[src/rtl/prng_key_gen_pkg.sv]
// Shared types and constants for the word-serial ChaCha20 key generator.
package prng_pkg;

  typedef enum logic [1:0] {
    ST_IDLE  = 2'd0,
    ST_ARMED = 2'd1,
    ST_GEN   = 2'd2
  } prng_state_e;

  // Feedback mask for x^32+x^22+x^2+x+1 and the nonzero fallback state.
  localparam logic [31:0] DEF_TAPS         = 32'h8020_0003;
  localparam logic [31:0] DEF_SEED_DEFAULT = 32'h0000_0001;

  function automatic int idx_w(input int words);
    return (words <= 2) ? 1 : $clog2(words);
  endfunction

endpackage

[src/rtl/prng_key_gen_if.sv]
// Word-serial key stream: the generator drives the word, the consumer drives ready.
interface prng_key_gen_if
  import prng_pkg::*;
#(
  parameter int N     = 32,
  parameter int WORDS = 8
);
  localparam int IW = idx_w(WORDS);

  logic [N-1:0]  key_word;
  logic          key_valid;
  logic          key_ready;
  logic [IW-1:0] key_idx;
  logic          key_last;

  modport master (
    output key_word,
    output key_valid,
    output key_idx,
    output key_last,
    input  key_ready
  );

  modport slave (
    input  key_word,
    input  key_valid,
    input  key_idx,
    input  key_last,
    output key_ready
  );
endinterface

[src/rtl/prng_key_gen_lfsr_jump.sv]
// One N-step Galois LFSR jump with entropy injection into bit 0; never returns zero.
module lfsr_jump
  import prng_pkg::*;
#(
  parameter int           N            = 32,
  parameter logic [N-1:0] TAPS         = N'(DEF_TAPS),
  parameter logic [N-1:0] SEED_DEFAULT = N'(DEF_SEED_DEFAULT)
) (
  input  logic [N-1:0] i_state,
  input  logic         i_seed_bit,
  output logic [N-1:0] o_state
);

  logic [N-1:0] w_s;

  // Unrolled N shifts, then entropy XOR, then zero substitution.
  always_comb begin
    w_s = i_state;
    for (int k = 0; k < N; k++) begin
      w_s = {1'b0, w_s[N-1:1]} ^ (w_s[0] ? TAPS : {N{1'b0}});
    end
    w_s = w_s ^ {{(N-1){1'b0}}, i_seed_bit};
    if (w_s == {N{1'b0}}) begin
      o_state = SEED_DEFAULT;
    end else begin
      o_state = w_s;
    end
  end

endmodule

[src/rtl/prng_key_gen.sv]
// Key generator top: seed/arm/generate FSM, word index and key counters, LFSR register.
module prng_key_gen
  import prng_pkg::*;
#(
  parameter int           N            = 32,
  parameter int           WORDS        = 8,
  parameter logic [N-1:0] TAPS         = N'(DEF_TAPS),
  parameter logic [N-1:0] SEED_DEFAULT = N'(DEF_SEED_DEFAULT)
) (
  input  logic                  clk,
  input  logic                  rst,
  input  logic                  start,
  input  logic [N-1:0]          seed_load,
  input  logic                  seed_bit,
  input  logic                  req,
  input  logic                  cont_mode,
  prng_key_gen_if.master        key_if,
  output logic                  ready,
  output logic                  busy,
  output logic [15:0]           key_count
);

  localparam int            IW       = idx_w(WORDS);
  localparam logic [IW-1:0] IDX_LAST = IW'(WORDS - 1);

  prng_state_e   r_state;
  logic [N-1:0]  r_lfsr;
  logic [IW-1:0] r_idx;
  logic [15:0]   r_count;
  logic          r_ready;
  logic          r_valid;

  prng_state_e   w_state_nxt;
  logic [N-1:0]  w_lfsr_nxt;
  logic [IW-1:0] w_idx_nxt;
  logic [15:0]   w_count_nxt;
  logic          w_ready_nxt;
  logic [N-1:0]  w_jump;
  logic          w_fire;
  logic          w_last;

  lfsr_jump #(
    .N            (N),
    .TAPS         (TAPS),
    .SEED_DEFAULT (SEED_DEFAULT)
  ) u_jump (
    .i_state    (r_lfsr),
    .i_seed_bit (seed_bit),
    .o_state    (w_jump)
  );

  assign w_fire = r_valid && key_if.key_ready;
  assign w_last = (r_idx == IDX_LAST);

  // Next-state logic; start overrides everything, including a pending handshake.
  always_comb begin
    w_state_nxt = r_state;
    w_lfsr_nxt  = r_lfsr;
    w_idx_nxt   = r_idx;
    w_count_nxt = r_count;
    w_ready_nxt = r_ready;
    if (start) begin
      w_state_nxt = ST_ARMED;
      w_lfsr_nxt  = (seed_load == {N{1'b0}}) ? SEED_DEFAULT : seed_load;
      w_idx_nxt   = {IW{1'b0}};
      w_ready_nxt = 1'b1;
    end else begin
      case (r_state)
        ST_IDLE: begin
          w_state_nxt = ST_IDLE;
        end
        ST_ARMED: begin
          if (req || cont_mode) begin
            w_state_nxt = ST_GEN;
          end else begin
            w_state_nxt = ST_ARMED;
          end
        end
        ST_GEN: begin
          if (w_fire) begin
            w_lfsr_nxt = w_jump;
            if (w_last) begin
              w_idx_nxt   = {IW{1'b0}};
              w_count_nxt = r_count + 16'd1;
              w_state_nxt = cont_mode ? ST_GEN : ST_ARMED;
            end else begin
              w_idx_nxt   = r_idx + IW'(1);
              w_state_nxt = ST_GEN;
            end
          end else begin
            w_state_nxt = ST_GEN;
          end
        end
        default: begin
          w_state_nxt = ST_IDLE;
        end
      endcase
    end
  end

  // State and datapath registers; key_valid is registered from the next state.
  always_ff @(posedge clk) begin
    if (rst) begin
      r_state <= ST_IDLE;
      r_lfsr  <= {N{1'b0}};
      r_idx   <= {IW{1'b0}};
      r_count <= 16'd0;
      r_ready <= 1'b0;
      r_valid <= 1'b0;
    end else begin
      r_state <= w_state_nxt;
      r_lfsr  <= w_lfsr_nxt;
      r_idx   <= w_idx_nxt;
      r_count <= w_count_nxt;
      r_ready <= w_ready_nxt;
      r_valid <= (w_state_nxt == ST_GEN);
    end
  end

  assign key_if.key_word  = r_lfsr;
  assign key_if.key_valid = r_valid;
  assign key_if.key_idx   = r_idx;
  assign key_if.key_last  = r_valid && w_last;
  assign ready            = r_ready;
  assign busy             = r_valid;
  assign key_count        = r_count;

endmodule
[src/flat_wrapper.sv]
// flat-port wrapper written by rule: the top's interface ports become plain ports
module prng_key_gen_flat import prng_pkg::*;
#(
  parameter int           N            = 32,
  parameter int           WORDS        = 8,
  parameter logic [N-1:0] TAPS         = N'(DEF_TAPS),
  parameter logic [N-1:0] SEED_DEFAULT = N'(DEF_SEED_DEFAULT)
)
  (clk, rst, start, seed_load, seed_bit, req, cont_mode, ready, busy, key_count, key_if_key_word, key_if_key_valid, key_if_key_idx, key_if_key_last, key_if_key_ready);
  prng_key_gen_if #(.N(N), .WORDS(WORDS)) key_if_i ();
  input  logic clk;
  input  logic rst;
  input  logic start;
  input  logic [N-1:0] seed_load;
  input  logic seed_bit;
  input  logic req;
  input  logic cont_mode;
  output logic ready;
  output logic busy;
  output logic [15:0] key_count;
  output wire logic [$bits(key_if_i.key_word)-1:0] key_if_key_word;
  output wire logic [$bits(key_if_i.key_valid)-1:0] key_if_key_valid;
  output wire logic [$bits(key_if_i.key_idx)-1:0] key_if_key_idx;
  output wire logic [$bits(key_if_i.key_last)-1:0] key_if_key_last;
  input wire logic [$bits(key_if_i.key_ready)-1:0] key_if_key_ready;
  assign key_if_key_word = key_if_i.key_word;
  assign key_if_key_valid = key_if_i.key_valid;
  assign key_if_key_idx = key_if_i.key_idx;
  assign key_if_key_last = key_if_i.key_last;
  assign key_if_i.key_ready = key_if_key_ready;
  prng_key_gen #(.N(N), .WORDS(WORDS), .TAPS(TAPS), .SEED_DEFAULT(SEED_DEFAULT)) u_core (.clk(clk), .rst(rst), .start(start), .seed_load(seed_load), .seed_bit(seed_bit), .req(req), .cont_mode(cont_mode), .key_if(key_if_i), .ready(ready), .busy(busy), .key_count(key_count));
endmodule
[config.mk]
export PLATFORM = sky130hd
export DESIGN_NAME = prng_key_gen_flat
export DESIGN_NICKNAME = d
export VERILOG_FILES = /design/src/rtl/prng_key_gen_pkg.sv /design/src/rtl/prng_key_gen_if.sv /design/src/rtl/prng_key_gen_lfsr_jump.sv /design/src/rtl/prng_key_gen.sv /design/src/flat_wrapper.sv
export SDC_FILE = /design/constraint.sdc
export NUM_CORES = 1
export LEC_CHECK = 0
export ABC_AREA = 1
export CORE_AREA = 2 2 91 93
export CTS_BUF_LIST = sky130_fd_sc_hd__clkbuf_2 sky130_fd_sc_hd__clkbuf_4 sky130_fd_sc_hd__clkbuf_8
export CTS_CLUSTER_DIAMETER = 40
export DETAILED_ROUTE_END_ITERATION = 10
export DIE_AREA = 0 0 93 95
export PLACE_DENSITY = 0.9
export SYNTH_ARGS = -nofsm -noshare
export SYNTH_HDL_FRONTEND = slang
export SYNTH_SLANG_ARGS = --single-unit
[constraint.sdc]
create_clock -name clk -period 21.3 [get_ports clk]
set_input_delay 6.39 -clock clk [delete_from_list [all_inputs] [get_ports clk]]
set_output_delay 6.39 -clock clk [all_outputs]
set_load 0.005 [all_outputs]
==> flow_summary.toml, run 1 <==
[outcome]
outcome = "completed"

[final_layout]
layout_commonest_cell = "nand2_1"
drive_gt1_share_pct = 11.9
layout_common_cells = "nand2_1, clkdlybuf4s50_1, nand3_1"
ff_latch_area_mm2 = 0.00110
final_nets = 737
multi_input_area_mm2 = 0.00274
final_area_mm2 = 0.00529
num_antenna_cells = 0
synthToLayoutAreaGrowth_pct = 26.1
instances_no_fill = 795
fill_cells = 735

[sta]
min_period_ns = 10.31
clock_skew_ns = 0.00874
period_share_pct = 48.4
relSlewSlack_pct = 34.1
slew_viol_final = 0
max_slew.worst_pin.slew_ns = 0.987
fmax_mhz = 97.0
fin_ws_ns = 10.99
finalHoldViolCount = 0
setup_violations = 0
setup_tns_ns = 0
rsz0062_at_grt = "false"

[global_route]
grt_pass1_vias = 4401
grtUsageMet1_pct = 38.0
overflow = 0
use_met2_pct = 55.0
antenna_found_initial = 0
top_usage_layer = "met2"
grt_pass1_wl_um = 21700
grt_util_all_layers_pct = 31.5
grt_max_degree = 54
met3_usage_pct = 5.75

[synthesis]
synth_edf_count = 0
syn_avg_cell_area_um2 = 6.92
yosysSeqAreaShare_pct = 26.3
async_flop_share_pct = 0
syn_inst = 606
ys_warn_count = 0
ys_ff_latch = 55
syn_nets = 654
synth_area_leaders = "dfxtp_1, nand2_1, nand3_1"
ys.flop_type = "dfxtp_1"
synth_top_area_share_pct = 26.3
syn-cell-area_mm2 = 0.00419
synth_cell_types = 34
synth_top_area_cell = "dfxtp_1"

[cts]
cts_tree = "built"
cts_hold_buf = 0
clockBufferDepth = 2
cts_htree_levels = 2
clk_pin_slew_ns = 0.11
cts_resized = 0
cts_made_buffers = 5
root_buffer = "clkbuf_8"
cts_setup_buffers = 0
clock_latency_ns = 0.32
clock-sinks = 55

[flow_run]
max_cap_viol_count = 0

[floorplanning]
die_y_um = 95
io_pins = 94
dieArea_mm2 = 0.00884
die_w_um = 93
start_util_pct = 52.9
coreArea_mm2 = 0.00793
fp-row-count = 33

[placed_design]
place.gp.congestion = 0.985
dp_slack_ns = 11.22
port_buffers = 93
dpl-instance-area_mm2 = 0.00519
hpwlAfterDp_um = 10700
dp.cells = 787

[worst_setup_path]
cp_max_fo = 9
cp.arrival_ns = 10.56
cpMostUsedCell = "nand2_2"
cpMaxStageDelayCell = "dfxtp_1"
crit_path_start_kind = "register"
crit_required_ns = 21.56
worstSetupPathType = "register to register"
end_kind = "register"
slowest_delay_ns = 0.54

[route]
drt_iter0_markers = 317
routedWlPerCell_um = 17.2
drt_pass1_iterations = 5
post-route-drc-count = 0
drt_wl_total_um = 13700
dr_total_vias = 4647
viasPerCell = 5.85
ant_nets = 0

[hold_path]
hold_class = "register to register"
==> layout make-up <==
type                            instances  area share, %
Multi-Input combinational cell        459           51.8
Sequential cell                        55           20.8
Timing Repair Buffer                   96           18.0
Inverter                               72           5.16
Tap cell                              105           2.49
Clock buffer                            5           1.30
Clock inverter                          3          0.426
==> synthesized netlist by cell type (2+ instances only) <==
cell type / number
xnor2_1: 7
a221oi_1: 20
nor3_1: 8
nand3_4: 6
buf_2: 2
a21oi_1: 56
inv_1: 67
xor2_1: 25
xnor3_1: 3
nand2_1: 103
nand3b_1: 2
nor4_1: 9
ha_1: 9
inv_2: 4
nand2_4: 10
nand3_2: 11
clkbuf_1: 15
o21ai_0: 28
nor2_1: 41
nand4_1: 9
nand3_1: 71
nand2_2: 33
dfxtp_1: 55
or2_2: 2
==> metrics by stage <==
step	util, %	hold slack [ns]
after detailed placement	65.5	0.484
after CTS	66.7	0.504
after global routing	66.7	0.525
after global placement	65.5	0.458
final	66.7	0.506
after floorplan	-	0.465
==> metal layers <==
layer / wire length [um] / vias up
li1: - / 2209
met1: 5460 / 2145
met2: 6500 / 255
met3: 1180 / 38
met4: 565 / 0
met5: 0 / -
==> path summary, 6_finish.rpt <==
kind / start / end / slack [ns] / cells past startpoint
max: u_core.key_if.key_word[0] / u_core.key_if.key_word[0] / 10.99 / 69
min: u_core.ready / u_core.ready / 0.51 / 2
max reg2reg: u_core.key_if.key_word[0] / u_core.key_if.key_word[0] / 10.99 / 69
min reg2reg: u_core.ready / u_core.ready / 0.51 / 2
==> cell families (layout without fill, tap and decap cells) <==
logic type,after synthesis,after routing,synth area share (%)
buf+inv,92,176,8.63
xor+xnor,36,36,8.90
simple gates,307,307,38.7
flops,55,55,26.3
compound gates,107,107,14.8
fa+ha+maj,9,9,2.69
==> worst max-delay path: cells and delay by family (launching register included) <==
kind | cells | cell delay, ns
buf+inv | 6 | 0.51
simple gates | 47 | 5.15
fa+ha+maj | 4 | 1.35
compound gates | 1 | 0.12
xor+xnor | 11 | 2.55
flops | 1 | 0.54
==> sequential cells by signal, indices dropped and copies added, names as in the netlist <==
| register | cells |
|---|---|
| u_core.busy | 1 |
| u_core.key_count | 16 |
| u_core.key_if.key_idx | 3 |
| u_core.key_if.key_word | 32 |
| u_core.r_state | 2 |
| u_core.ready | 1 |
Power of run 1 is not shown: default switching activity piles up to over one toggle a cycle in this logic, so the estimate is an artifact.
==> run 2: changes to the inputs <==
- CORE_AREA: 2 2 91 93 -> 2 2 92 94
- DIE_AREA: 0 0 93 95 -> 0 0 94 96
- PLACE_DENSITY: 0.9 -> 0.89
- clock period: 21.3 -> 9.6 ns (I/O delays scaled with it)
==> run 2 against run 1 <==
  * Non-clock buffer count increased by 24
  * Fmax increased by 13%
  * First-iteration DRC count rose by 11%
  * Wire length grew 6.4%
  * Via count is 4.6% higher
  * Setup slack worse by 10 ns
==> flow_summary.toml, run 2 (synthesized netlist as in run 1, its figures left out) <==
[outcome]
outcome = "completed"

[worst_setup_path]
cpMaxStageDelayCell = "dfxtp_4"
cp.arrival_ns = 9.35
r2r_start = "u_core.key_if.key_word[0]"
r2r_cells = 74
reg2reg_to = "u_core.key_if.key_word[0]"
end_kind = "register"
worstSetupPathType = "register to register"
cpMostUsedCell = "nand2_4"
cp_max_fo = 7
slowest_delay_ns = 0.39
crit_required_ns = 9.85
r2r_slack_ns = 0.50
crit_path_start_kind = "register"

[sta]
setup_violations = 0
fin_ws_ns = 0.503
min_period_ns = 9.10
finalHoldViolCount = 0
fmax_mhz = 110
max_slew.worst_pin.slew_ns = 0.696
clock_skew_ns = 0.0206
relSlewSlack_pct = 53.1
holdWs_ns = 0.500
slew_viol_final = 0
period_share_pct = 94.8
setup_tns_ns = 0

[route]
routedWlPerCell_um = 17.8
post-route-drc-count = 0
drt_iter0_markers = 351
ant_nets = 0
drt_pass1_iterations = 5
dr_total_vias = 4859
drt_wl_total_um = 14600
viasPerCell = 5.93

[floorplanning]
dieArea_mm2 = 0.00902
coreArea_mm2 = 0.00805
start_util_pct = 52.1
die_w_um = 94
fp-row-count = 33
die_y_um = 96
io_pins = 94

[cts]
clock_latency_ns = 0.33
cts_made_buffers = 5
cts_hold_buf = 0
clk_pin_slew_ns = 0.11
cts_htree_levels = 2
cts_tree = "built"
clockBufferDepth = 2
root_buffer = "clkbuf_8"
clock-sinks = 55

[global_route]
grt_pass1_vias = 4364
grt_pass1_wl_um = 21400
grt_util_all_layers_pct = 30.2
antenna_found_initial = 0
grt_max_degree = 54
overflow = 0

[final_layout]
layout_commonest_cell = "clkdlybuf4s50_1"
num_antenna_cells = 0
fill_cells = 693
final_nets = 762
largest_reg_flops = 32
layout_common_cells = "clkdlybuf4s50_1, nand2_1, inv_1"
synthToLayoutAreaGrowth_pct = 38.2
drive_gt1_share_pct = 20.6

[hold_path]
hold_class = "register to register"
whs_endpoint = "u_core.ready"
min_path_cells = 2
worst_hold_startpoint = "u_core.ready"

[flow_run]
max_cap_viol_count = 0

[placed_design]
hpwlAfterDp_um = 10600
port_buffers = 93
dp_slack_ns = -0.123
place.gp.congestion = 0.984
run 2: layout make-up:
class	count	area, um^2	area share (%)
inverter	72	273	4.71
multi-input combinational	460	3040	52.5
clock buffer	6	82.6	1.43
timing repair buffer	120	1130	19.6
tap	105	131	2.27
sequential	55	1110	19.2
clock inverter	2	20.0	0.345
run 2: worst max-delay path: cells and delay by family, from the launching register on:
family | cells | cell delay [ns]
buf+inv | 7 | 0.75
xor+xnor | 10 | 1.79
fa+ha+maj | 4 | 1.05
simple gates | 52 | 4.90
flops | 1 | 0.39
compound gates | 1 | 0.10
run 2: worst max-delay path by stage:
stage,cells past startpoint,endpoint,start,slack [ns]
floorplan,68,u_core.key_if.key_word[0],u_core.key_if.key_word[0],0.95
global placement,65,u_core.key_if.key_word[0],u_core.key_if.key_word[0],0.16
detailed placement,68,u_core.key_if.key_word[0],u_core.key_if.key_word[0],-0.12
CTS,69,u_core.key_if.key_word[0],u_core.key_if.key_word[0],0.07
global route,74,u_core.key_if.key_word[0],u_core.key_if.key_word[0],-0.21
finish,74,u_core.key_if.key_word[0],u_core.key_if.key_word[0],0.50
run 2: repair_timing:
item,in CTS,in global routing
endpoints found under the setup margin,9,11
cloned,0,1
pin swaps,1,26
gates resized for setup,1,63
buffers inserted,1,17
run 2: per-layer routing:
layer / track usage (%) / wire (um) / vias to the layer above
met1: 36.8 / 5720 / 2276
met5: 0 / 0 / -
li1: - / - / 2262
met4: 7.97 / 489 / 0
met2: 55.2 / 7150 / 267
met3: 4.93 / 1220 / 54
run 2: through the flow:
step                instances  instance area (um^2)  util [%]
floorplan                 606                  4190         -
global placement          793                  5240      65.1
detailed placement        793                  5240      65.1
CTS                       802                  5350      66.5
global route              820                  5790      72.0
finish                    820                  5790      72.0
Power of run 2 is left out for the same reason.
